==> src/rtl/writeback_queue_pkg.sv <==
// ---------------------------------------------------------------------------
// writeback_queue_pkg
// Shared definitions for the writeback queue slice.
//   - Default parameter values for the data word and register index widths
//     and the queue depth.
//   - State encoding for the drain controller (RUN / DRAIN).
// No ports: imported by wb_fifo and writeback_queue.
// ---------------------------------------------------------------------------
package writeback_queue_pkg;

    localparam int DEFAULT_WORD_LENGTH = 16;
    localparam int DEFAULT_ID_LENGTH   = 3;
    localparam int DEFAULT_DEPTH       = 4;

    typedef enum logic {
        STATE_RUN   = 1'b0,
        STATE_DRAIN = 1'b1
    } wbq_state_t;

endpackage

==> src/rtl/writeback_queue_wb_fifo.sv <==
// ---------------------------------------------------------------------------
// wb_fifo
// Storage and pointer logic for the writeback queue. A DEPTH-entry circular
// buffer of (register index, data) pairs with a per-entry valid bit so the
// parent can compare every queued destination against decode-stage queries.
//
// Ports
//   clk, rst          clock, synchronous active-high reset
//   push              enqueue push_reg/push_data (ignored when full)
//   pop               dequeue head entry (ignored when empty)
//   push_reg          destination register index to enqueue
//   push_data         data word to enqueue
//   full, empty       occupancy flags
//   count             number of queued entries (0..DEPTH)
//   head_reg          register index of the oldest entry
//   head_data         data word of the oldest entry
//   entry_valid       per-slot valid bits
//   entry_reg         per-slot register indices
// ---------------------------------------------------------------------------
module wb_fifo
    import writeback_queue_pkg::*;
#(
    parameter int WORD_LENGTH = DEFAULT_WORD_LENGTH,
    parameter int ID_LENGTH   = DEFAULT_ID_LENGTH,
    parameter int DEPTH       = DEFAULT_DEPTH
) (
    input  logic                             clk,
    input  logic                             rst,
    input  logic                             push,
    input  logic                             pop,
    input  logic [ID_LENGTH-1:0]             push_reg,
    input  logic [WORD_LENGTH-1:0]           push_data,
    output logic                             full,
    output logic                             empty,
    output logic [$clog2(DEPTH):0]           count,
    output logic [ID_LENGTH-1:0]             head_reg,
    output logic [WORD_LENGTH-1:0]           head_data,
    output logic [DEPTH-1:0]                 entry_valid,
    output logic [DEPTH-1:0][ID_LENGTH-1:0]  entry_reg
);

    localparam int PTR_W = $clog2(DEPTH);
    localparam int CNT_W = PTR_W + 1;

    logic [DEPTH-1:0][ID_LENGTH-1:0] reg_mem;
    logic [WORD_LENGTH-1:0]          data_mem [DEPTH];
    logic [DEPTH-1:0]                valid_q;
    logic [PTR_W-1:0]                rd_ptr;
    logic [PTR_W-1:0]                wr_ptr;
    logic [CNT_W-1:0]                count_q;

    logic do_push;
    logic do_pop;

    assign full    = (count_q == CNT_W'(DEPTH));
    assign empty   = (count_q == '0);

    // Guard against overflow/underflow so a push and pop can never target
    // the same slot on one edge.
    assign do_push = push && !full;
    assign do_pop  = pop && !empty;

    // Entry payload storage needs no reset: the valid bits and the count
    // decide whether a slot means anything.
    always_ff @(posedge clk) begin
        if (do_push) begin
            reg_mem[wr_ptr]  <= push_reg;
            data_mem[wr_ptr] <= push_data;
        end
    end

    // Pointers wrap for free because DEPTH is a power of two.
    always_ff @(posedge clk) begin
        if (rst) begin
            rd_ptr  <= '0;
            wr_ptr  <= '0;
            count_q <= '0;
            valid_q <= '0;
        end else begin
            if (do_push) begin
                valid_q[wr_ptr] <= 1'b1;
                wr_ptr          <= wr_ptr + PTR_W'(1);
            end
            if (do_pop) begin
                valid_q[rd_ptr] <= 1'b0;
                rd_ptr          <= rd_ptr + PTR_W'(1);
            end
            case ({do_push, do_pop})
                2'b10:   count_q <= count_q + CNT_W'(1);
                2'b01:   count_q <= count_q - CNT_W'(1);
                default: count_q <= count_q;
            endcase
        end
    end

    assign count       = count_q;
    assign head_reg    = reg_mem[rd_ptr];
    assign head_data   = data_mem[rd_ptr];
    assign entry_valid = valid_q;
    assign entry_reg   = reg_mem;

endmodule

==> src/rtl/writeback_queue.sv <==
// ---------------------------------------------------------------------------
// writeback_queue
// Buffers register-file writebacks and retires them one per cycle through a
// registered write port. Reports whether a decode-stage source register
// still has a write outstanding, and supports draining the queue.
//
// Ports
//   clk, rst                 clock, synchronous active-high reset
//   wb_valid/wb_reg/wb_data  writeback request
//   wb_ready                 request accepted when high together with wb_valid
//   write_reg/write_data     registered register-file write port
//   write_reg_en             one-cycle write pulse per retired entry
//   query_reg1/query_reg2    decode-stage source indices
//   pending1/pending2        write outstanding for the queried register
//   drain                    stop accepting and empty the queue
//   drain_done               one-cycle pulse when the drain completes
//   count                    number of queued entries
// ---------------------------------------------------------------------------
module writeback_queue
    import writeback_queue_pkg::*;
#(
    parameter int WORD_LENGTH = DEFAULT_WORD_LENGTH,
    parameter int ID_LENGTH   = DEFAULT_ID_LENGTH,
    parameter int DEPTH       = DEFAULT_DEPTH
) (
    input  logic                   clk,
    input  logic                   rst,
    input  logic                   wb_valid,
    input  logic [ID_LENGTH-1:0]   wb_reg,
    input  logic [WORD_LENGTH-1:0] wb_data,
    output logic                   wb_ready,
    output logic [ID_LENGTH-1:0]   write_reg,
    output logic [WORD_LENGTH-1:0] write_data,
    output logic                   write_reg_en,
    input  logic [ID_LENGTH-1:0]   query_reg1,
    input  logic [ID_LENGTH-1:0]   query_reg2,
    output logic                   pending1,
    output logic                   pending2,
    input  logic                   drain,
    output logic                   drain_done,
    output logic [$clog2(DEPTH):0] count
);

    wbq_state_t                      state;
    logic                            fifo_full;
    logic                            fifo_empty;
    logic                            push;
    logic                            pop;
    logic [ID_LENGTH-1:0]            head_reg;
    logic [WORD_LENGTH-1:0]          head_data;
    logic [DEPTH-1:0]                entry_valid;
    logic [DEPTH-1:0][ID_LENGTH-1:0] entry_reg;

    // Register 0 is hard-wired to zero, so such requests are acknowledged
    // but never stored; the head is retired whenever anything is queued.
    assign wb_ready = !fifo_full && (state == STATE_RUN);
    assign push     = wb_valid && wb_ready && (wb_reg != '0);
    assign pop      = !fifo_empty;

    wb_fifo #(
        .WORD_LENGTH (WORD_LENGTH),
        .ID_LENGTH   (ID_LENGTH),
        .DEPTH       (DEPTH)
    ) u_fifo (
        .clk         (clk),
        .rst         (rst),
        .push        (push),
        .pop         (pop),
        .push_reg    (wb_reg),
        .push_data   (wb_data),
        .full        (fifo_full),
        .empty       (fifo_empty),
        .count       (count),
        .head_reg    (head_reg),
        .head_data   (head_data),
        .entry_valid (entry_valid),
        .entry_reg   (entry_reg)
    );

    // Output stage: the write port holds its last index/data between
    // pulses; only the enable is a strict one-cycle strobe.
    always_ff @(posedge clk) begin
        if (rst) begin
            write_reg_en <= 1'b0;
            write_reg    <= '0;
            write_data   <= '0;
        end else if (pop) begin
            write_reg_en <= 1'b1;
            write_reg    <= head_reg;
            write_data   <= head_data;
        end else begin
            write_reg_en <= 1'b0;
        end
    end

    // Drain controller. DRAIN waits until both the queue and the output
    // stage are idle, so the last write has been seen by the register file
    // before drain_done is raised. A drain request while draining is ignored.
    always_ff @(posedge clk) begin
        if (rst) begin
            state      <= STATE_RUN;
            drain_done <= 1'b0;
        end else begin
            drain_done <= 1'b0;
            case (state)
                STATE_RUN: begin
                    if (drain) begin
                        state <= STATE_DRAIN;
                    end
                end
                STATE_DRAIN: begin
                    if (fifo_empty && !write_reg_en) begin
                        state      <= STATE_RUN;
                        drain_done <= 1'b1;
                    end
                end
                default: begin
                    state <= STATE_RUN;
                end
            endcase
        end
    end

    // A query hits if any live queue slot or the in-flight output write
    // targets the same register. Register 0 never reports pending.
    always_comb begin
        logic hit1;
        logic hit2;
        hit1 = write_reg_en && (write_reg == query_reg1);
        hit2 = write_reg_en && (write_reg == query_reg2);
        for (int i = 0; i < DEPTH; i++) begin
            if (entry_valid[i] && (entry_reg[i] == query_reg1)) begin
                hit1 = 1'b1;
            end
            if (entry_valid[i] && (entry_reg[i] == query_reg2)) begin
                hit2 = 1'b1;
            end
        end
        pending1 = hit1 && (query_reg1 != '0);
        pending2 = hit2 && (query_reg2 != '0);
    end

endmodule
==> config.mk <==
export PLATFORM = sky130hd
export DESIGN_NAME = writeback_queue
export DESIGN_NICKNAME = d
export VERILOG_FILES = /design/src/rtl/writeback_queue_pkg.sv /design/src/rtl/writeback_queue_wb_fifo.sv /design/src/rtl/writeback_queue.sv
export SDC_FILE = /design/constraint.sdc
export NUM_CORES = 1
export LEC_CHECK = 0
export CORE_UTILIZATION = 47
export CTS_CLUSTER_DIAMETER = 50
export CTS_CLUSTER_SIZE = 40
export DETAILED_ROUTE_END_ITERATION = 8
export PLACE_DENSITY = 0.77
export RECOVER_POWER = 50
export SKIP_CTS_REPAIR_TIMING = 1
export SYNTH_ARGS = -nofsm -noshare
export SYNTH_HDL_FRONTEND = slang
export SYNTH_SLANG_ARGS = --single-unit
==> constraint.sdc <==
create_clock -name clk -period 2.58 [get_ports clk]
set_input_delay 0.258 -clock clk [delete_from_list [all_inputs] [get_ports clk]]
set_output_delay 0.258 -clock clk [all_outputs]
set_load 0.01 [all_outputs]
Yosys cells after proc, flatten, opt, wreduce, memory -nomap -nowiden
Memories as Yosys holds them, arrays and structs flattened. A register that Yosys moved wholly into a read port is not among the register bits.
Index checks and enable logic that the tools add are counted.
{"block": "classes", "addsub": 4, "multipliers": 0, "n_div": 0, "magnitude_cmp": 4, "eq_ne": 13, "n_shift": 0, "mux": 28, "bitwise_logic": 4, "n_reduce_logical": 29}
{"operator": "$eq A3 B3 Y1", "count": 10}
{"operator": "$logic_and A1 B1 Y1", "count": 19}
{"operator": "$mux W1", "count": 16}
{"operator": "$bwmux W12", "count": 1}
{"operator": "$mux W4", "count": 3}
{"operator": "$reduce_bool A3 Y1", "count": 3}
{"operator": "$bmux W3 S2", "count": 1}
{"operator": "$demux W3 S2", "count": 1}
{"operator": "$lt A2 B3 Y1 const B", "count": 2}
{"operator": "$mux W3", "count": 2}
{"operator": "$pmux W3 S2", "count": 1}
{"operator": "$add A2 B1 Y2 const B", "count": 2}
{"operator": "$and A4 B4 Y4", "count": 1}
{"operator": "$demux W1 S2", "count": 2}
{"operator": "$ge A2 B1 Y1 const B", "count": 2}
{"operator": "$logic_not A1 Y1", "count": 4}
{"operator": "$not A4 Y4", "count": 1}
{"operator": "$or A4 B4 Y4", "count": 1}
{"operator": "$add A3 B1 Y3 const B", "count": 1}
{"operator": "$eq A3 B3 Y1 const B", "count": 1}
{"operator": "$logic_not A3 Y1", "count": 1}
{"operator": "$sub A3 B1 Y3 const B", "count": 1}
{"operator": "$eq A2 B1 Y1 const B", "count": 1}
{"operator": "$eq A2 B2 Y1 const B", "count": 1}
{"operator": "other kinds (4)", "count": 4}
{"block": "totals", "ff_bits": 29, "latchBits": 0, "mem_bits_rw": 64, "mem_bits_ro": 0, "in_bits": 29, "n_memories": 1}
{"memory": "u_fifo.data_mem", "depth": 4, "word_bits": 16, "read_ports": 1, "rd_clocked_by_memory_dff": 1, "wr": 1, "line_no": "writeback_queue_wb_fifo.sv:46", "text": "logic [WORD_LENGTH-1:0] data_mem [DEPTH];"}

Longest topological paths before layout
Gate-level depths: netlist (run 1).
{"block": "depth", "word_depth": 10, "depth_mapped": 8, "mapped_depth_nobuf": 7}

Modules after synthesis
From an unflattened synthesis (run 1), not the netlist that was laid out.
{"block": "unflattened", "hier_cells": 294, "area_unflattened_um2": 4609.4}
{"module": "wb_fifo", "instances": 1, "cells_per_inst": 169, "area_each_um2": 3405.8, "seq_area_each_um2": 2542.4}
{"module": "writeback_queue", "instances": 1, "cells_per_inst": 125, "area_each_um2": 1203.7, "seq_area_each_um2": 440.4}

Worst setup path before layout (run 1)
No wires, ideal clock.
{"block": "synth_timing", "path_type": "flip-flop to flip-flop", "startpoint": "register u_fifo.count_q[0], in the netlist u_fifo.count[0]", "endpoint": "register u_fifo.count_q[2], in the netlist u_fifo.count[2]", "setup_time_ps": 74, "arrival_ps": 1937, "required_ps": 2506, "setup_slack_ps": 568, "stages_incl_launch_ff": 9, "synth_period_minus_slack_ps": 2012, "cell_sequence": "dfxtp_1 > nor2_2 > a211oi_4 > buf_6 > nand2b_1 > fa_1 > inv_1 > or4_1 > a31oi_1"}
{"block": "synth_via", "elab_chain_len": 8}
{"element": "start: declaration", "line_no": "writeback_queue_wb_fifo.sv:50", "text": "logic [CNT_W-1:0] count_q;"}
{"element": "start signal: assignment", "line_no": "writeback_queue_wb_fifo.sv:89", "text": "2'b10: count_q <= count_q + CNT_W'(1);"}
{"element": "start signal: assignment", "line_no": "writeback_queue_wb_fifo.sv:90", "text": "2'b01: count_q <= count_q - CNT_W'(1);"}
{"element": "start signal: assignment", "line_no": "writeback_queue_wb_fifo.sv:91", "text": "default: count_q <= count_q;"}
{"element": "$eq A3 B3 Y1", "line_no": "writeback_queue_wb_fifo.sv:55", "text": "assign full = (count_q == CNT_W'(DEPTH));"}
{"element": "$logic_not A1 Y1", "line_no": "writeback_queue_wb_fifo.sv:60, writeback_queue.sv:56"}
{"element": "$logic_and A1 B1 Y1", "line_no": "writeback_queue.sv:56", "text": "assign wb_ready = !fifo_full && (state == STATE_RUN);"}
{"element": "$logic_and A1 B1 Y1 (2 in a row)", "line_no": "writeback_queue.sv:57", "text": "assign push = wb_valid && wb_ready && (wb_reg != '0);"}
{"element": "$logic_and A1 B1 Y1", "line_no": "writeback_queue_wb_fifo.sv:60", "text": "assign do_push = push && !full;"}
{"element": "$eq A2 B1 Y1 or $eq A2 B2 Y1 (tied branches)", "line_no": "writeback_queue_wb_fifo.sv:88", "text": "case ({do_push, do_pop})"}
{"element": "$pmux W3 S2 or $reduce_bool A2 Y1 (tied branches)"}
Parallel ways exist; a longest one is shown, timed or not.
A chain may end at the register's enable or synchronous reset.

Final worst setup path (run 1)
{"block": "layout_timing", "startpoint": "input port query_reg1[2]", "endpoint": "output port pending1"}
{"block": "layout_via", "elab_chain_len": 7}
{"element": "start: declaration", "line_no": "writeback_queue.sv:35", "text": "input logic [ID_LENGTH-1:0] query_reg1,"}
{"element": "$eq A3 B3 Y1, on equally long branches", "line_no": "writeback_queue.sv:129, writeback_queue.sv:132"}
{"element": "$logic_and A1 B1 Y1, on equally long branches", "line_no": "writeback_queue.sv:129, writeback_queue.sv:132"}
{"element": "$mux W1 (4 in a row)", "line_no": "writeback_queue.sv:132", "text": "if (entry_valid[i] && (entry_reg[i] == query_reg1)) begin"}
{"element": "$logic_and A1 B1 Y1 (*)", "line_no": "writeback_queue.sv:139", "text": "pending1 = hit1 && (query_reg1 != '0);"}
{"element": "end: declaration", "line_no": "writeback_queue.sv:37", "text": "output logic pending1,"}
Every way passes the cells marked *; elsewhere a longest branch is shown, timed or not.

==> run_summary.xml, run 1 <==
<?xml version="1.0" encoding="UTF-8"?>
<metrics>
  <group name="setup_path">
    <metric name="worst-path-max-fanout" unit="">6</metric>
    <metric name="timing.critical_path.slowest_stage_cell" unit="">sky130_fd_sc_hd__clkdlybuf4s50_1</metric>
    <metric name="timing.setup.critical_path_class" unit="">in -&gt; out</metric>
    <metric name="worstPathRequired" unit="ns">2.32</metric>
    <metric name="worst_path_most_repeated_cell" unit="">sky130_fd_sc_hd__clkdlybuf4s50_1</metric>
    <metric name="cpLargestDelayFamily" unit="">buffers and inverters</metric>
    <metric name="worstReg2RegStart" unit="">u_fifo.count[2]$_SDFFE_PP0P_</metric>
    <metric name="worstSetupStartpointType" unit="">input port</metric>
    <metric name="timing.critical_path.arrival" unit="ns">2.09</metric>
    <metric name="bufs_and_invs_on_worst_path" unit="">2</metric>
    <metric name="cp_slowest_stage_delay" unit="ns">0.57</metric>
    <metric name="worst-r2r-cell-count" unit="">4</metric>
    <metric name="end_kind" unit="">primary output</metric>
    <metric name="reg2reg_slack" unit="ns">0.43</metric>
    <metric name="worst_path_cell_chain" unit="">clkdlybuf4s50_1, xnor2_1, nand4_1, and3_1, a31oi_1, clkdlybuf4s50_1</metric>
    <metric name="regToRegEndpoint" unit="">u_fifo.entry_valid[1]$_SDFF_PP0_</metric>
  </group>
  <group name="clocking">
    <metric name="ctsHtreeMaxLevel" unit="">3</metric>
    <metric name="clock_latency" unit="ns">0.36</metric>
    <metric name="cts_made_buffers" unit="">9</metric>
    <metric name="cts_num_sinks" unit="">109</metric>
    <metric name="path_clk_slew" unit="ns">0.10</metric>
    <metric name="max-clock-path-buffers" unit="">2</metric>
    <metric name="tritoncts" unit="">built</metric>
    <metric name="root_buffer" unit="">sky130_fd_sc_hd__clkbuf_8</metric>
  </group>
  <group name="floorplanning">
    <metric name="die_y" unit="µm">99.8</metric>
    <metric name="rows" unit="">35</metric>
    <metric name="total_die_area" unit="µm²">9950</metric>
    <metric name="io-pin-count" unit="">56</metric>
    <metric name="chipWidth" unit="µm">99.8</metric>
    <metric name="initial_utilization" unit="%">48.6</metric>
    <metric name="design.core.area" unit="µm²">9240</metric>
  </group>
  <group name="flow_run">
    <metric name="drv_cap" unit="">0</metric>
  </group>
  <group name="synth">
    <metric name="netlist_instances" unit="">312</metric>
    <metric name="synth_fp_nets" unit="">350</metric>
    <metric name="postSynthAreaPerCell" unit="µm²">14.4</metric>
    <metric name="yosysSeqAreaShare" unit="%">65.5</metric>
    <metric name="synthesis.area" unit="µm²">4490</metric>
    <metric name="yosys_warns" unit="">0</metric>
    <metric name="ys_ff_latch" unit="">109</metric>
    <metric name="yosysUniqueCellTypes" unit="">33</metric>
  </group>
  <group name="power">
    <metric name="total_leakage_power" unit="nW">1.82</metric>
    <metric name="p_per_area" unit="nW/µm²">968</metric>
    <metric name="peakVddDrop" unit="mV">0.417</metric>
  </group>
  <group name="global_route">
    <metric name="gr-usage-all-layers" unit="%">19.1</metric>
    <metric name="grt_max_degree" unit="">27</metric>
    <metric name="grt_first_pass_wirelength" unit="µm">13900</metric>
    <metric name="globalRoute.totalOverflow" unit="">0</metric>
    <metric name="vias_in_the_first_global_route" unit="">2677</metric>
    <metric name="initial_antenna_violation_count" unit="">0</metric>
  </group>
  <group name="sta">
    <metric name="clock-skew-final" unit="ns">0.0157</metric>
    <metric name="finalWorstPathRequiredPeriod" unit="ns">2.35</metric>
    <metric name="tightest_hold_margin" unit="ns">0.451</metric>
    <metric name="least_margin_pin_slew" unit="ns">1.33</metric>
    <metric name="setup_viol" unit="">0</metric>
    <metric name="timing.final.crit_share" unit="%">91.0</metric>
    <metric name="final-hold-violation-count" unit="">0</metric>
    <metric name="fmax" unit="GHz">0.426</metric>
    <metric name="setup_repair_after_global_routing_missed_its_margin" unit="">no</metric>
    <metric name="finalMaxSlewViolations" unit="">0</metric>
    <metric name="max_slew_margin" unit="%">11.7</metric>
    <metric name="totalNegativeSetupSlack" unit="ns">0</metric>
  </group>
  <group name="placed_design">
    <metric name="port_buffers" unit="">55</metric>
    <metric name="place.gp.congestion" unit="">0.859</metric>
    <metric name="placed_wire_length_estimate_after_detailed_placement" unit="µm">5840</metric>
    <metric name="dpl_cell_area" unit="µm²">5250</metric>
  </group>
  <group name="min_path">
    <metric name="hold_path.startpoint" unit="">write_data[4]$_SDFFE_PP0N_</metric>
    <metric name="holdPathStages" unit="">2</metric>
    <metric name="min_delay_worst_endpoint" unit="">write_data[4]$_SDFFE_PP0N_</metric>
    <metric name="hold_path.class" unit="">reg -&gt; reg</metric>
  </group>
  <group name="route">
    <metric name="detail_route.drc_violations" unit="">0</metric>
    <metric name="firstDrtPassIters" unit="">4</metric>
    <metric name="wirelength" unit="µm">8770</metric>
    <metric name="viasPerCell" unit="">5.27</metric>
    <metric name="ant_nets" unit="">0</metric>
    <metric name="wl_cell" unit="µm">17.4</metric>
    <metric name="drtIter0Drc" unit="">174</metric>
    <metric name="vias" unit="">2649</metric>
  </group>
  <group name="final_layout">
    <metric name="area_growth" unit="%">21.0</metric>
    <metric name="layout_common_cells" unit="">76 x sky130_fd_sc_hd__edfxtp_1, 40 x sky130_fd_sc_hd__nand2_1, 37 x sky130_fd_sc_hd__dlygate4sd3_1</metric>
    <metric name="layout.cells.most_common" unit="">sky130_fd_sc_hd__edfxtp_1</metric>
    <metric name="largest_reg_flops" unit="">64</metric>
    <metric name="antenna_diodes" unit="">0</metric>
    <metric name="nets" unit="">408</metric>
    <metric name="drive_gt1_share" unit="%">12.0</metric>
    <metric name="fin_area" unit="µm²">5430</metric>
  </group>
  <group name="status">
    <metric name="run_status" unit="">finished clean</metric>
  </group>
</metrics>
[power breakdown]
group | total (mW) | internal (mW) | switching, mW
Combinational | 1.77 | 0.888 | 0.885
Sequential | 2.46 | 2.20 | 0.266
Clock | 1.02 | 0.455 | 0.568
Total | 5.26 | 3.54 | 1.72
[logic make-up (layout without fill, tap and decap cells)]
logic type	after synthesis	after routing	share of synthesized area, %
flip-flops	109	109	65.5
AND/OR/NAND/NOR	76	76	7.94
AO/OA/AOI/OAI	37	37	4.99
XOR/XNOR	33	33	6.43
buffers and inverters	28	90	2.70
multiplexers	20	20	9.75
adder cells (fa/ha/maj)	9	9	2.67
[layout make-up]
class                      count  area (µm²)
sequential                   109        2940
multi-input combinational    175        1430
inverter                       8        30.0
clock inverter                 6        68.8
clock buffer                   9         124
fill                         743        3810
tap                          129         161
timing repair buffer          67         679
[worst max-delay path by stage]
stage / startpoint / endpoint / slack, ns / cells after the start
floorplan: u_fifo.count[0]$_SDFFE_PP0P_ / u_fifo.count[2]$_SDFFE_PP0P_ / 0.57 / 8
global placement: query_reg1[2] / pending1 / 0.26 / 6
detailed placement: query_reg2[2] / pending2 / 0.23 / 6
CTS: query_reg2[2] / pending2 / 0.23 / 6
global route: query_reg1[2] / pending1 / 0.09 / 6
finish: query_reg1[2] / pending1 / 0.23 / 6
[metrics by stage]
step                utilization (%)  cells  total power, mW  worst slack [ns]
CTS                            58.9    503             5.38             0.227
finish                         58.8    503             5.26             0.233
detailed placement             56.8    488             4.36             0.230
floorplan                         -    312             3.56             0.568
global placement               56.8    488             4.31             0.255
global route                   58.8    503             5.56            0.0935
[layer usage]
metal  vias to the layer above  wire [µm]  GRT usage [%]
met5                         -          0              0
met4                         0        179           8.14
met3                        19        417           4.43
met2                        69       4470           32.2
met1                      1307       3700           23.6
li1                       1254          -              -
[worst reg2reg max path: cells and delay by family, from the launching register on]
kind            cells  cell delay, ns
compound gates      2            0.36
simple gates        1            0.19
flops               1            0.53
buf+inv             1            0.97
[cells in the mapped netlist]
cell                       instances  area, µm²
sky130_fd_sc_hd__dfxtp_1          33        661
sky130_fd_sc_hd__nor3_1            3       15.0
sky130_fd_sc_hd__nand3_1           1       5.00
sky130_fd_sc_hd__inv_1             8       30.0
sky130_fd_sc_hd__edfxtp_1         76       2280
sky130_fd_sc_hd__fa_1              1       20.0
sky130_fd_sc_hd__a211oi_1          1       7.51
sky130_fd_sc_hd__o31ai_1           1       7.51
sky130_fd_sc_hd__xnor2_1          33        289
sky130_fd_sc_hd__nor2_2            1       6.26
sky130_fd_sc_hd__ha_1              8        100
sky130_fd_sc_hd__o21a_1            4       30.0
sky130_fd_sc_hd__nand2b_1          1       6.26
sky130_fd_sc_hd__mux4_2           19        428
sky130_fd_sc_hd__buf_1             3       11.3
sky130_fd_sc_hd__or3_1             1       6.26
sky130_fd_sc_hd__nor2_1           10       37.5
sky130_fd_sc_hd__or4_1             1       7.51
sky130_fd_sc_hd__and2_1            4       25.0
sky130_fd_sc_hd__nand2_1          40        150
sky130_fd_sc_hd__nor3_4            1       16.3
sky130_fd_sc_hd__clkbuf_1         11       41.3
sky130_fd_sc_hd__buf_4             1       7.51
sky130_fd_sc_hd__o21ai_0           1       5.00
sky130_fd_sc_hd__buf_6             1       11.3
sky130_fd_sc_hd__a21oi_1          25        125
sky130_fd_sc_hd__mux2i_1           1       10.0
sky130_fd_sc_hd__nand4_1          10       62.6
sky130_fd_sc_hd__and3_1            3       18.8
sky130_fd_sc_hd__buf_2             4       20.0
sky130_fd_sc_hd__a31oi_1           3       18.8
sky130_fd_sc_hd__a211oi_4          1       20.0
sky130_fd_sc_hd__a32o_1            1       10.0
Note: power is estimated with default switching activity, not from simulation.
==> run 2, diff against run 1 <==
--- a/config.mk
+++ b/config.mk
@@ -5,6 +5,7 @@
 export SDC_FILE = /design/constraint.sdc
 export NUM_CORES = 1
 export LEC_CHECK = 0
+export CORE_MARGIN = 2
 export CORE_UTILIZATION = 47
 export CTS_CLUSTER_DIAMETER = 50
 export CTS_CLUSTER_SIZE = 40
==> run_summary.xml, run 2 (synthesis results as in run 1) <==
<?xml version="1.0" encoding="UTF-8"?>
<metrics>
  <group name="status">
    <metric name="run_status" unit="">finished clean</metric>
  </group>
  <group name="sta">
    <metric name="finalWorstPathRequiredPeriod" unit="ns">2.32</metric>
    <metric name="final-hold-violation-count" unit="">0</metric>
    <metric name="timing.final.crit_share" unit="%">89.9</metric>
    <metric name="totalNegativeSetupSlack" unit="ns">0</metric>
    <metric name="clock-skew-final" unit="ns">0.0158</metric>
    <metric name="finalMaxSlewViolations" unit="">0</metric>
    <metric name="fmax" unit="GHz">0.431</metric>
    <metric name="least_margin_pin_slew" unit="ns">1.16</metric>
    <metric name="max_slew_margin" unit="%">21.9</metric>
    <metric name="tightest_hold_margin" unit="ns">0.455</metric>
    <metric name="setup_repair_after_global_routing_missed_its_margin" unit="">no</metric>
    <metric name="setup_viol" unit="">0</metric>
  </group>
  <group name="floorplanning">
    <metric name="die_y" unit="µm">102</metric>
    <metric name="initial_utilization" unit="%">48.6</metric>
    <metric name="rows" unit="">35</metric>
    <metric name="design.core.area" unit="µm²">9240</metric>
    <metric name="io-pin-count" unit="">56</metric>
    <metric name="total_die_area" unit="µm²">10400</metric>
    <metric name="chipWidth" unit="µm">102</metric>
  </group>
  <group name="setup_path">
    <metric name="regToRegEndpoint" unit="">u_fifo.data_mem[1][1]$_DFFE_PP_</metric>
    <metric name="worst_setup_sp" unit="">query_reg2[1]</metric>
    <metric name="timing.critical_path.arrival" unit="ns">2.06</metric>
    <metric name="timing.setup.critical_path_class" unit="">in -&gt; out</metric>
    <metric name="worstPathRequired" unit="ns">2.32</metric>
    <metric name="timing.critical_path.to" unit="">pending2</metric>
    <metric name="end_kind" unit="">primary output</metric>
    <metric name="worstSetupStartpointType" unit="">input port</metric>
    <metric name="worst-path-max-fanout" unit="">6</metric>
    <metric name="reg2reg_slack" unit="ns">0.41</metric>
    <metric name="worstReg2RegStart" unit="">u_fifo.count[0]$_SDFFE_PP0P_</metric>
    <metric name="worst-r2r-cell-count" unit="">5</metric>
  </group>
  <group name="placed_design">
    <metric name="place.gp.congestion" unit="">0.857</metric>
    <metric name="port_buffers" unit="">55</metric>
    <metric name="placed_wire_length_estimate_after_detailed_placement" unit="µm">5950</metric>
  </group>
  <group name="global_route">
    <metric name="vias_in_the_first_global_route" unit="">2714</metric>
    <metric name="globalRoute.totalOverflow" unit="">0</metric>
    <metric name="grt_max_degree" unit="">27</metric>
    <metric name="grt_first_pass_wirelength" unit="µm">13800</metric>
    <metric name="initial_antenna_violation_count" unit="">0</metric>
    <metric name="gr-usage-all-layers" unit="%">17.7</metric>
  </group>
  <group name="final_layout">
    <metric name="fill_cells" unit="">740</metric>
    <metric name="nets" unit="">412</metric>
    <metric name="regArea" unit="µm²">2940</metric>
    <metric name="layout.cells.most_common" unit="">sky130_fd_sc_hd__edfxtp_1</metric>
    <metric name="largest_reg_flops" unit="">64</metric>
    <metric name="layout_common_cells" unit="">76 x sky130_fd_sc_hd__edfxtp_1, 40 x sky130_fd_sc_hd__nand2_1, 40 x sky130_fd_sc_hd__dlygate4sd3_1</metric>
    <metric name="area_growth" unit="%">21.0</metric>
    <metric name="antenna_diodes" unit="">0</metric>
    <metric name="area_of_combinational_cells_with_multiple_inputs" unit="µm²">1420</metric>
    <metric name="drive_gt1_share" unit="%">14.0</metric>
    <metric name="postLayoutCoreUtil" unit="%">58.8</metric>
  </group>
  <group name="clocking">
    <metric name="max-clock-path-buffers" unit="">2</metric>
    <metric name="tritoncts" unit="">built</metric>
    <metric name="clock_latency" unit="ns">0.36</metric>
    <metric name="path_clk_slew" unit="ns">0.10</metric>
    <metric name="cts_made_buffers" unit="">9</metric>
    <metric name="ctsHtreeMaxLevel" unit="">3</metric>
    <metric name="cts_num_sinks" unit="">109</metric>
    <metric name="root_buffer" unit="">sky130_fd_sc_hd__clkbuf_8</metric>
  </group>
  <group name="route">
    <metric name="wirelength" unit="µm">8630</metric>
    <metric name="detail_route.drc_violations" unit="">0</metric>
    <metric name="wl_cell" unit="µm">17.0</metric>
    <metric name="firstDrtPassIters" unit="">4</metric>
    <metric name="ant_nets" unit="">0</metric>
    <metric name="drtIter0Drc" unit="">174</metric>
    <metric name="vias" unit="">2626</metric>
    <metric name="viasPerCell" unit="">5.17</metric>
  </group>
  <group name="power">
    <metric name="peakVddDrop" unit="mV">0.474</metric>
    <metric name="p_per_area" unit="nW/µm²">969</metric>
    <metric name="total_leakage_power" unit="nW">1.85</metric>
  </group>
  <group name="min_path">
    <metric name="hold_path.class" unit="">reg -&gt; reg</metric>
  </group>
  <group name="flow_run">
    <metric name="drv_cap" unit="">0</metric>
  </group>
</metrics>
## run 2: changes by cell type in the layout (fill, tap and decap cells not counted), moves of 2 or more
| cell | before | now |
|---|---|---|
| sky130_fd_sc_hd__inv_6 | 4 | 2 |
| sky130_fd_sc_hd__buf_4 | 5 | 13 |
| sky130_fd_sc_hd__clkbuf_1 | 3 | 1 |
| sky130_fd_sc_hd__buf_12 | 4 | 1 |
| sky130_fd_sc_hd__dlygate4sd3_1 | 37 | 40 |
| sky130_fd_sc_hd__clkdlybuf4s50_1 | 18 | 15 |
## run 2: per-stage QoR
stage	cell area (µm²)	setup slack, ns	total power, mW	instances
6_report	5440	0.261	5.27	508
5_1_grt	5440	0.145	5.57	508
4_1_cts	5450	0.246	5.42	508
3_5_place_dp	5250	0.231	4.38	492
3_3_place_gp	5250	0.269	4.32	492
2_1_floorplan	4490	0.568	3.56	312
## run 2: cell type report
class,count,share of cell area [%]
Inverter,8,0.552
Multi-Input combinational cell,175,26.1
Sequential cell,109,54.1
Clock inverter,7,1.47
Clock buffer,9,2.28
Tap cell,129,2.97
Timing Repair Buffer,71,12.5
## run 2: power by group
part           switching [mW]  internal, mW
logic                   0.942         0.884
clock network           0.577         0.463
registers               0.208          2.20
## run 2: worst min path at each step
stage / end / startpoint / cells after the start / slack [ns]
6_report: write_data[8]$_SDFFE_PP0N_ / write_data[8]$_SDFFE_PP0N_ / 2 / 0.46
4_1_cts: write_data[8]$_SDFFE_PP0N_ / write_data[8]$_SDFFE_PP0N_ / 2 / 0.46
3_3_place_gp: write_data[4]$_SDFFE_PP0N_ / write_data[4]$_SDFFE_PP0N_ / 2 / 0.44
5_1_grt: write_data[11]$_SDFFE_PP0N_ / write_data[11]$_SDFFE_PP0N_ / 2 / 0.48
2_1_floorplan: u_fifo.data_mem[0][0]$_DFFE_PP_ / wb_data[0] / 0 / 0.36
3_5_place_dp: write_data[1]$_SDFFE_PP0N_ / write_data[1]$_SDFFE_PP0N_ / 2 / 0.45
## run 2: per-layer routing
layer  GRT usage, %  vias to the layer above  share of wire, %
li1               -                     1259                 -
met4           4.47                        0              0.58
met5              0                        -                 0
met2           31.1                       74                52
met1           22.5                     1286                43
met3           3.80                        7               4.2
## run 2: critical path: stages
cell                              delay (ns)
sky130_fd_sc_hd__clkdlybuf4s50_1        0.66
sky130_fd_sc_hd__xnor2_1                0.17
sky130_fd_sc_hd__nand4_1                0.11
sky130_fd_sc_hd__and3_1                 0.19
sky130_fd_sc_hd__a31oi_1                0.13
sky130_fd_sc_hd__clkdlybuf4s50_1        0.56
==> run 3, diff against run 2 <==
==> constraint.sdc (replaced) <==
create_clock -name clk -period 2.45 [get_ports clk]
set_input_delay 0.245 -clock clk [delete_from_list [all_inputs] [get_ports clk]]
set_output_delay 0.245 -clock clk [all_outputs]
set_load 0.01 [all_outputs]
==> run_summary.xml, run 3 (synthesis results as in run 1) <==
<?xml version="1.0" encoding="UTF-8"?>
<metrics>
  <group name="status">
    <metric name="run_status" unit="">finished clean</metric>
  </group>
  <group name="sta">
    <metric name="final-hold-violation-count" unit="">0</metric>
    <metric name="clock-skew-final" unit="ns">0.00979</metric>
    <metric name="setup_viol" unit="">0</metric>
    <metric name="least_margin_pin_slew" unit="ns">0.982</metric>
    <metric name="setup_repair_after_global_routing_missed_its_margin" unit="">no</metric>
    <metric name="finalWorstPathRequiredPeriod" unit="ns">2.38</metric>
    <metric name="finalMaxSlewViolations" unit="">0</metric>
    <metric name="max_slew_margin" unit="%">34.0</metric>
    <metric name="timing.final.crit_share" unit="%">97.1</metric>
    <metric name="totalNegativeSetupSlack" unit="ns">0</metric>
    <metric name="fmax" unit="GHz">0.420</metric>
  </group>
  <group name="clocking">
    <metric name="cts_num_sinks" unit="">109</metric>
    <metric name="root_buffer" unit="">sky130_fd_sc_hd__clkbuf_8</metric>
    <metric name="ctsHtreeMaxLevel" unit="">3</metric>
    <metric name="path_clk_slew" unit="ns">0.10</metric>
    <metric name="cts_made_buffers" unit="">9</metric>
    <metric name="clock_latency" unit="ns">0.36</metric>
    <metric name="tritoncts" unit="">built</metric>
    <metric name="max-clock-path-buffers" unit="">2</metric>
  </group>
  <group name="power">
    <metric name="p_int" unit="mW">3.74</metric>
    <metric name="total_leakage_power" unit="nW">1.82</metric>
    <metric name="peakVddDrop" unit="mV">0.531</metric>
    <metric name="p_per_area" unit="nW/µm²">1020</metric>
    <metric name="power_frac_comb" unit="%">34.5</metric>
    <metric name="power" unit="mW">5.53</metric>
    <metric name="power.switching" unit="mW">1.79</metric>
    <metric name="power_frac_clock" unit="%">19.5</metric>
    <metric name="power.share.sequential" unit="%">46.0</metric>
    <metric name="swShare" unit="%">32.4</metric>
  </group>
  <group name="route">
    <metric name="wirelength" unit="µm">8710</metric>
    <metric name="viasPerCell" unit="">5.24</metric>
    <metric name="drtIter0Drc" unit="">105</metric>
    <metric name="ant_nets" unit="">0</metric>
    <metric name="detail_route.drc_violations" unit="">0</metric>
    <metric name="wl_cell" unit="µm">17.2</metric>
    <metric name="firstDrtPassIters" unit="">4</metric>
    <metric name="vias" unit="">2660</metric>
  </group>
  <group name="final_layout">
    <metric name="layout_common_cells" unit="">76 x sky130_fd_sc_hd__edfxtp_1, 40 x sky130_fd_sc_hd__nand2_1, 33 x sky130_fd_sc_hd__xnor2_1, 33 x sky130_fd_sc_hd__dfxtp_1, 33 x sky130_fd_sc_hd__dlygate4sd3_1</metric>
    <metric name="postLayoutCoreUtil" unit="%">58.7</metric>
    <metric name="layout.cells.most_common" unit="">sky130_fd_sc_hd__edfxtp_1</metric>
    <metric name="area_of_combinational_cells_with_multiple_inputs" unit="µm²">1420</metric>
    <metric name="fin_area" unit="µm²">5420</metric>
    <metric name="fill_cells" unit="">731</metric>
    <metric name="regArea" unit="µm²">2940</metric>
    <metric name="antenna_diodes" unit="">0</metric>
    <metric name="area_growth" unit="%">20.8</metric>
    <metric name="largest_reg_flops" unit="">64</metric>
    <metric name="nets" unit="">412</metric>
    <metric name="drive_gt1_share" unit="%">13.2</metric>
  </group>
  <group name="setup_path">
    <metric name="worstSetupStartpointType" unit="">input port</metric>
    <metric name="worst_path_most_repeated_cell" unit="">sky130_fd_sc_hd__clkdlybuf4s50_1</metric>
    <metric name="cp_slowest_stage_delay" unit="ns">0.69</metric>
    <metric name="timing.critical_path.arrival" unit="ns">2.13</metric>
    <metric name="timing.critical_path.slowest_stage_cell" unit="">sky130_fd_sc_hd__clkdlybuf4s50_1</metric>
    <metric name="bufs_and_invs_on_worst_path" unit="">2</metric>
    <metric name="timing.setup.critical_path_class" unit="">in -&gt; out</metric>
    <metric name="worst_path_cell_chain" unit="">clkdlybuf4s50_1, xnor2_1, nand4_1, and3_1, a31oi_1, clkdlybuf4s50_1</metric>
    <metric name="worstPathRequired" unit="ns">2.20</metric>
    <metric name="worst-path-max-fanout" unit="">6</metric>
    <metric name="cpLargestDelayFamily" unit="">buffers and inverters</metric>
    <metric name="end_kind" unit="">primary output</metric>
  </group>
  <group name="floorplanning">
    <metric name="rows" unit="">35</metric>
    <metric name="io-pin-count" unit="">56</metric>
    <metric name="total_die_area" unit="µm²">10400</metric>
    <metric name="initial_utilization" unit="%">48.6</metric>
    <metric name="die_y" unit="µm">102</metric>
    <metric name="chipWidth" unit="µm">102</metric>
    <metric name="design.core.area" unit="µm²">9240</metric>
  </group>
  <group name="placed_design">
    <metric name="port_buffers" unit="">55</metric>
    <metric name="placed_wire_length_estimate_after_detailed_placement" unit="µm">6070</metric>
    <metric name="dpl_cell_area" unit="µm²">5250</metric>
    <metric name="place.gp.congestion" unit="">0.844</metric>
  </group>
  <group name="global_route">
    <metric name="grt_first_pass_wirelength" unit="µm">13800</metric>
    <metric name="globalRoute.totalOverflow" unit="">0</metric>
    <metric name="vias_in_the_first_global_route" unit="">2750</metric>
    <metric name="grt_max_degree" unit="">27</metric>
    <metric name="gr-usage-all-layers" unit="%">17.7</metric>
    <metric name="initial_antenna_violation_count" unit="">0</metric>
  </group>
  <group name="flow_run">
    <metric name="drv_cap" unit="">0</metric>
  </group>
  <group name="min_path">
    <metric name="hold_path.class" unit="">reg -&gt; reg</metric>
  </group>
</metrics>
-- run 3: cell count changes in the layout (fill, tap and decap cells not counted), sizes merged --
cell and change:
inv -1, clkinvlp -1, clkdlybuf4s50 +7, dlygate4sd3 -7, clkinv +1, clkbuf +1
-- run 3: layer usage --
| metal | vias up | part of all wire (%) | track usage (%) |
|---|---|---|---|
| li1 | 1253 | - | - |
| met1 | 1332 | 44 | 22.8 |
| met2 | 59 | 51 | 30.3 |
| met3 | 16 | 3.1 | 2.69 |
| met4 | 0 | 2.1 | 7.07 |
| met5 | - | 0 | 0 |
-- run 3: power groups by stage --
| stage | Sequential [mW] | Combinational, mW | Clock, mW |
|---|---|---|---|
| floorplan | 2.63 | 1.12 | 0 |
| global placement | 2.59 | 1.96 | 0 |
| detailed placement | 2.61 | 2.01 | 0 |
| CTS | 2.57 | 2.01 | 1.10 |
| global route | 2.59 | 2.09 | 1.18 |
| finish | 2.54 | 1.91 | 1.08 |
-- run 3: worst paths after layout --
path | startpoint | end | slack, ns | cells past startpoint
max | query_reg1[1] | pending1 | 0.07 | 6
min | write_data[12]$_SDFFE_PP0N_ | write_data[12]$_SDFFE_PP0N_ | 0.45 | 2
max reg2reg | u_fifo.count[2]$_SDFFE_PP0P_ | u_fifo.count[0]$_SDFFE_PP0P_ | 0.31 | 5
min reg2reg | write_data[12]$_SDFFE_PP0N_ | write_data[12]$_SDFFE_PP0N_ | 0.45 | 2
-- run 3: worst reg2reg max path, stage by stage, from the launching register on --
cell and delay, ns:
sky130_fd_sc_hd__dfxtp_1 0.39, sky130_fd_sc_hd__nor3_1 0.82, sky130_fd_sc_hd__clkbuf_2 0.53, sky130_fd_sc_hd__nor2_1 0.10, sky130_fd_sc_hd__xnor2_1 0.16, sky130_fd_sc_hd__nor2_1 0.05
-- run 3: per-stage QoR --
| step | setup WS [ns] | instances | hold WS [ns] |
|---|---|---|---|
| floorplan | 0.438 | 312 | 0.344 |
| global placement | 0.170 | 492 | 0.442 |
| detailed placement | 0.0670 | 492 | 0.446 |
| CTS | 0.0628 | 508 | 0.460 |
| global route | 0.00864 | 508 | 0.480 |
| finish | 0.0703 | 508 | 0.453 |
-- run 3: cell type report --
class / instances / share of cell area [%]
clock buffers: 10 / 2.35
clock inverters: 6 / 1.27
inverters: 8 / 0.554
multi-input cells: 175 / 26.1
flip-flops and latches: 109 / 54.3
well taps: 129 / 2.98
repair buffers: 71 / 12.5
==> edit: new RTL, settings of run 3 <==
Change the package constant `DEFAULT_DEPTH` from 4 to 16.
--- a/src/rtl/writeback_queue_pkg.sv
+++ b/src/rtl/writeback_queue_pkg.sv
@@ -10,7 +10,7 @@
 
     localparam int DEFAULT_WORD_LENGTH = 16;
     localparam int DEFAULT_ID_LENGTH   = 3;
-    localparam int DEFAULT_DEPTH       = 4;
+    localparam int DEFAULT_DEPTH       = 16;
 
     typedef enum logic {
         STATE_RUN   = 1'b0,
Interface: changed (resized count); port bits go from 56 to 58. The function was not compared with the original's and may differ.
==> edit against run 3 <==
Area after synthesis rose to 3.3 times the old value; sequential cell count is 246 higher; largest power group unchanged; final cell count grew to 2.7 times the old value; worst setup slack lost 0.0036 ns; final area grew to 3.2 times the old value; non-clock buffer count up 43; wire length increased to 3.9 times the old value; clock power grew to 4.7 times the old value; total power rose to 2.9 times the old value; highest routed layer is now met5; die area rose to 3.2 times the old value.
==> edit: results (changes against run 3) <==
stage,metric,value,unit,change
worst_setup_path,critical_path.max_stage_delay,0.46,ns,-0.23 ns
clock_tree,numCtsBuffers,30,,+21
place,place_hpwl,20680,um,+240%
worst_setup_path,r2r-end,u_fifo.count[3],,
logic_synthesis,synthAdderAreaFrac,0.01063,,-0.01611
timing,worst_clock_skew,0.03446,ns,+0.02467 ns
routing,first_iter_violations,918,,+770%
global_route,antenna_found_initial,1,,+1
logic_synthesis,synth_compound_area_frac,0.04936,,-0.0005020
clock_tree,root_buffer,clkbuf_16,,
place,portBuffers,57,,+3.6%
clock_tree,h-tree-depth,1,,-2
worst_setup_path,cpMaxStageDelayCell,edfxtp_1,,
min_path,holdCritPathClass,primary input to register,,
place,place_congestion,0.8810,,+4.4%
logic_synthesis,yosys-top-cells-count,"edfxtp_1 (304), xnor2_1 (106), mux4_2 (76)",,
clock_tree,clockBufferDepth,3,,+1
logic_synthesis,synth-seq-area-share,0.6844,,+0.02929
global_route,grt_pass1_wl,51360,um,+270%
routing,viasPerCell,5.944,,+14%
min_path,hold_path.startpoint,rst,,
worst_setup_path,r2r_slack,0.11,ns,-0.20 ns
worst_setup_path,rr_worst_depth,14,,+9
worst_setup_path,cp_max_fo,3,,-3
logic_synthesis,synthesis.nets,889,,+150%
layout,drive_above_1_share,0.2241,,+0.09214
routing,drt_pass1_iterations,5,,+1
routing,drt_wl_total,33700,um,+290%
worst_setup_path,critPathTopFamily,simple AND/OR/NAND/NOR gates,,
run_status,outcome,"complete, no violations",,
logic_synthesis,netlist-cell-type-count,43,,+30%
logic_synthesis,synthTopCellsByArea,"edfxtp_1 (62%), mux4_2 (12%), dfxtp_1 (6.9%), xnor2_1 (6.3%), a311oi_1 (2.0%)",,
logic_synthesis,synth_edf_count,304,,+300%
logic_synthesis,synthMuxAreaShare,0.1164,,+0.01886
global_route,grt_usage,0.2072,,+0.02996
logic_synthesis,synth-xor-area-share,0.06497,,+0.0006225
clock_tree,insertion_delay,0.57,ns,+0.21 ns
global_route,grt_max_degree,60,,+120%
worst_setup_path,reg2reg_from,u_fifo.count[0],,
## edit: changes by cell type after synthesis, moves of 5 or more
cell,delta
nor2_1,+39
nand2_1,-24
clkbuf_1,+13
buf_2,+17
a21oi_1,-16
edfxtp_1,+228
xnor2_1,+73
nor2b_1,+5
nand4_1,+30
mux4_2,+57
dfxtp_1,+18
and3_4,+12
a22oi_1,+38
a311oi_1,+34
## edit: worst min-delay path by stage
stage / to / slack (ns) / cells after the start
after floorplan: u_fifo.data_mem[0][0] / 0.34 / 0
after global placement: write_data[15] / 0.49 / 2
after detailed placement: write_data[12] / 0.50 / 2
after CTS: write_reg_en / 0.20 / 2
after global routing: write_reg_en / 0.22 / 2
final: write_reg_en / 0.23 / 2
## edit: worst register-to-register path, cell delays in order (launching register included)
cell      delay, ns
dfxtp_4        0.36
buf_4          0.14
nor4_4         0.25
buf_4          0.18
a211oi_4       0.06
nand2_1        0.08
nand2_2        0.07
inv_2          0.07
buf_4          0.11
ha_1           0.21
a21o_2         0.22
a21oi_2        0.15
xnor2_1        0.14
nand2_1        0.09
a21oi_2        0.13
## edit: cells by family (layout without fill, tap and decap cells)
group           count (synthesis)  after routing
fa+ha+maj                      12             12
xor+xnor                      110            110
flops                         355            355
mux                            77             77
simple gates                  140            140
compound gates                 93             93
buf+inv                        61            177
## edit: metal layers
layer / vias up / track usage / share of wire
met5: - / 0 / 0.00039
met4: 2 / 0.06764 / 0.026
met3: 64 / 0.03028 / 0.079
met2: 344 / 0.3494 / 0.50
met1: 4125 / 0.2798 / 0.39
li1: 3584 / - / -
## edit: cell type report
type                       instances  area [sq um]
clock buffer                      34         787.0
clock inverter                    22         304.0
fill                            2363         14000
inverter                           7         26.28
multi-input combinational        432          4414
sequential                       355         10160
tap                              402         503.0
timing repair buffer             114          1115
## edit: through the flow
step / setup WS [ns] / cell area [sq um] / std cells
after floorplan: 0.006653 / 14850 / 848
after global placement: -0.2897 / 16200 / 1308
after detailed placement: -0.3304 / 16200 / 1308
after CTS: -0.1959 / 17290 / 1364
after global routing: -0.04968 / 17310 / 1366
final: 0.06664 / 17310 / 1366
## edit: where the power goes
group / switching, uW / internal [uW] / leakage, uW
clock: 2460 / 2620 / 0.000520
combinational: 1950 / 1980 / 0.00179
sequential: 249 / 6850 / 0.00316
total: 4660 / 11400 / 0.00547
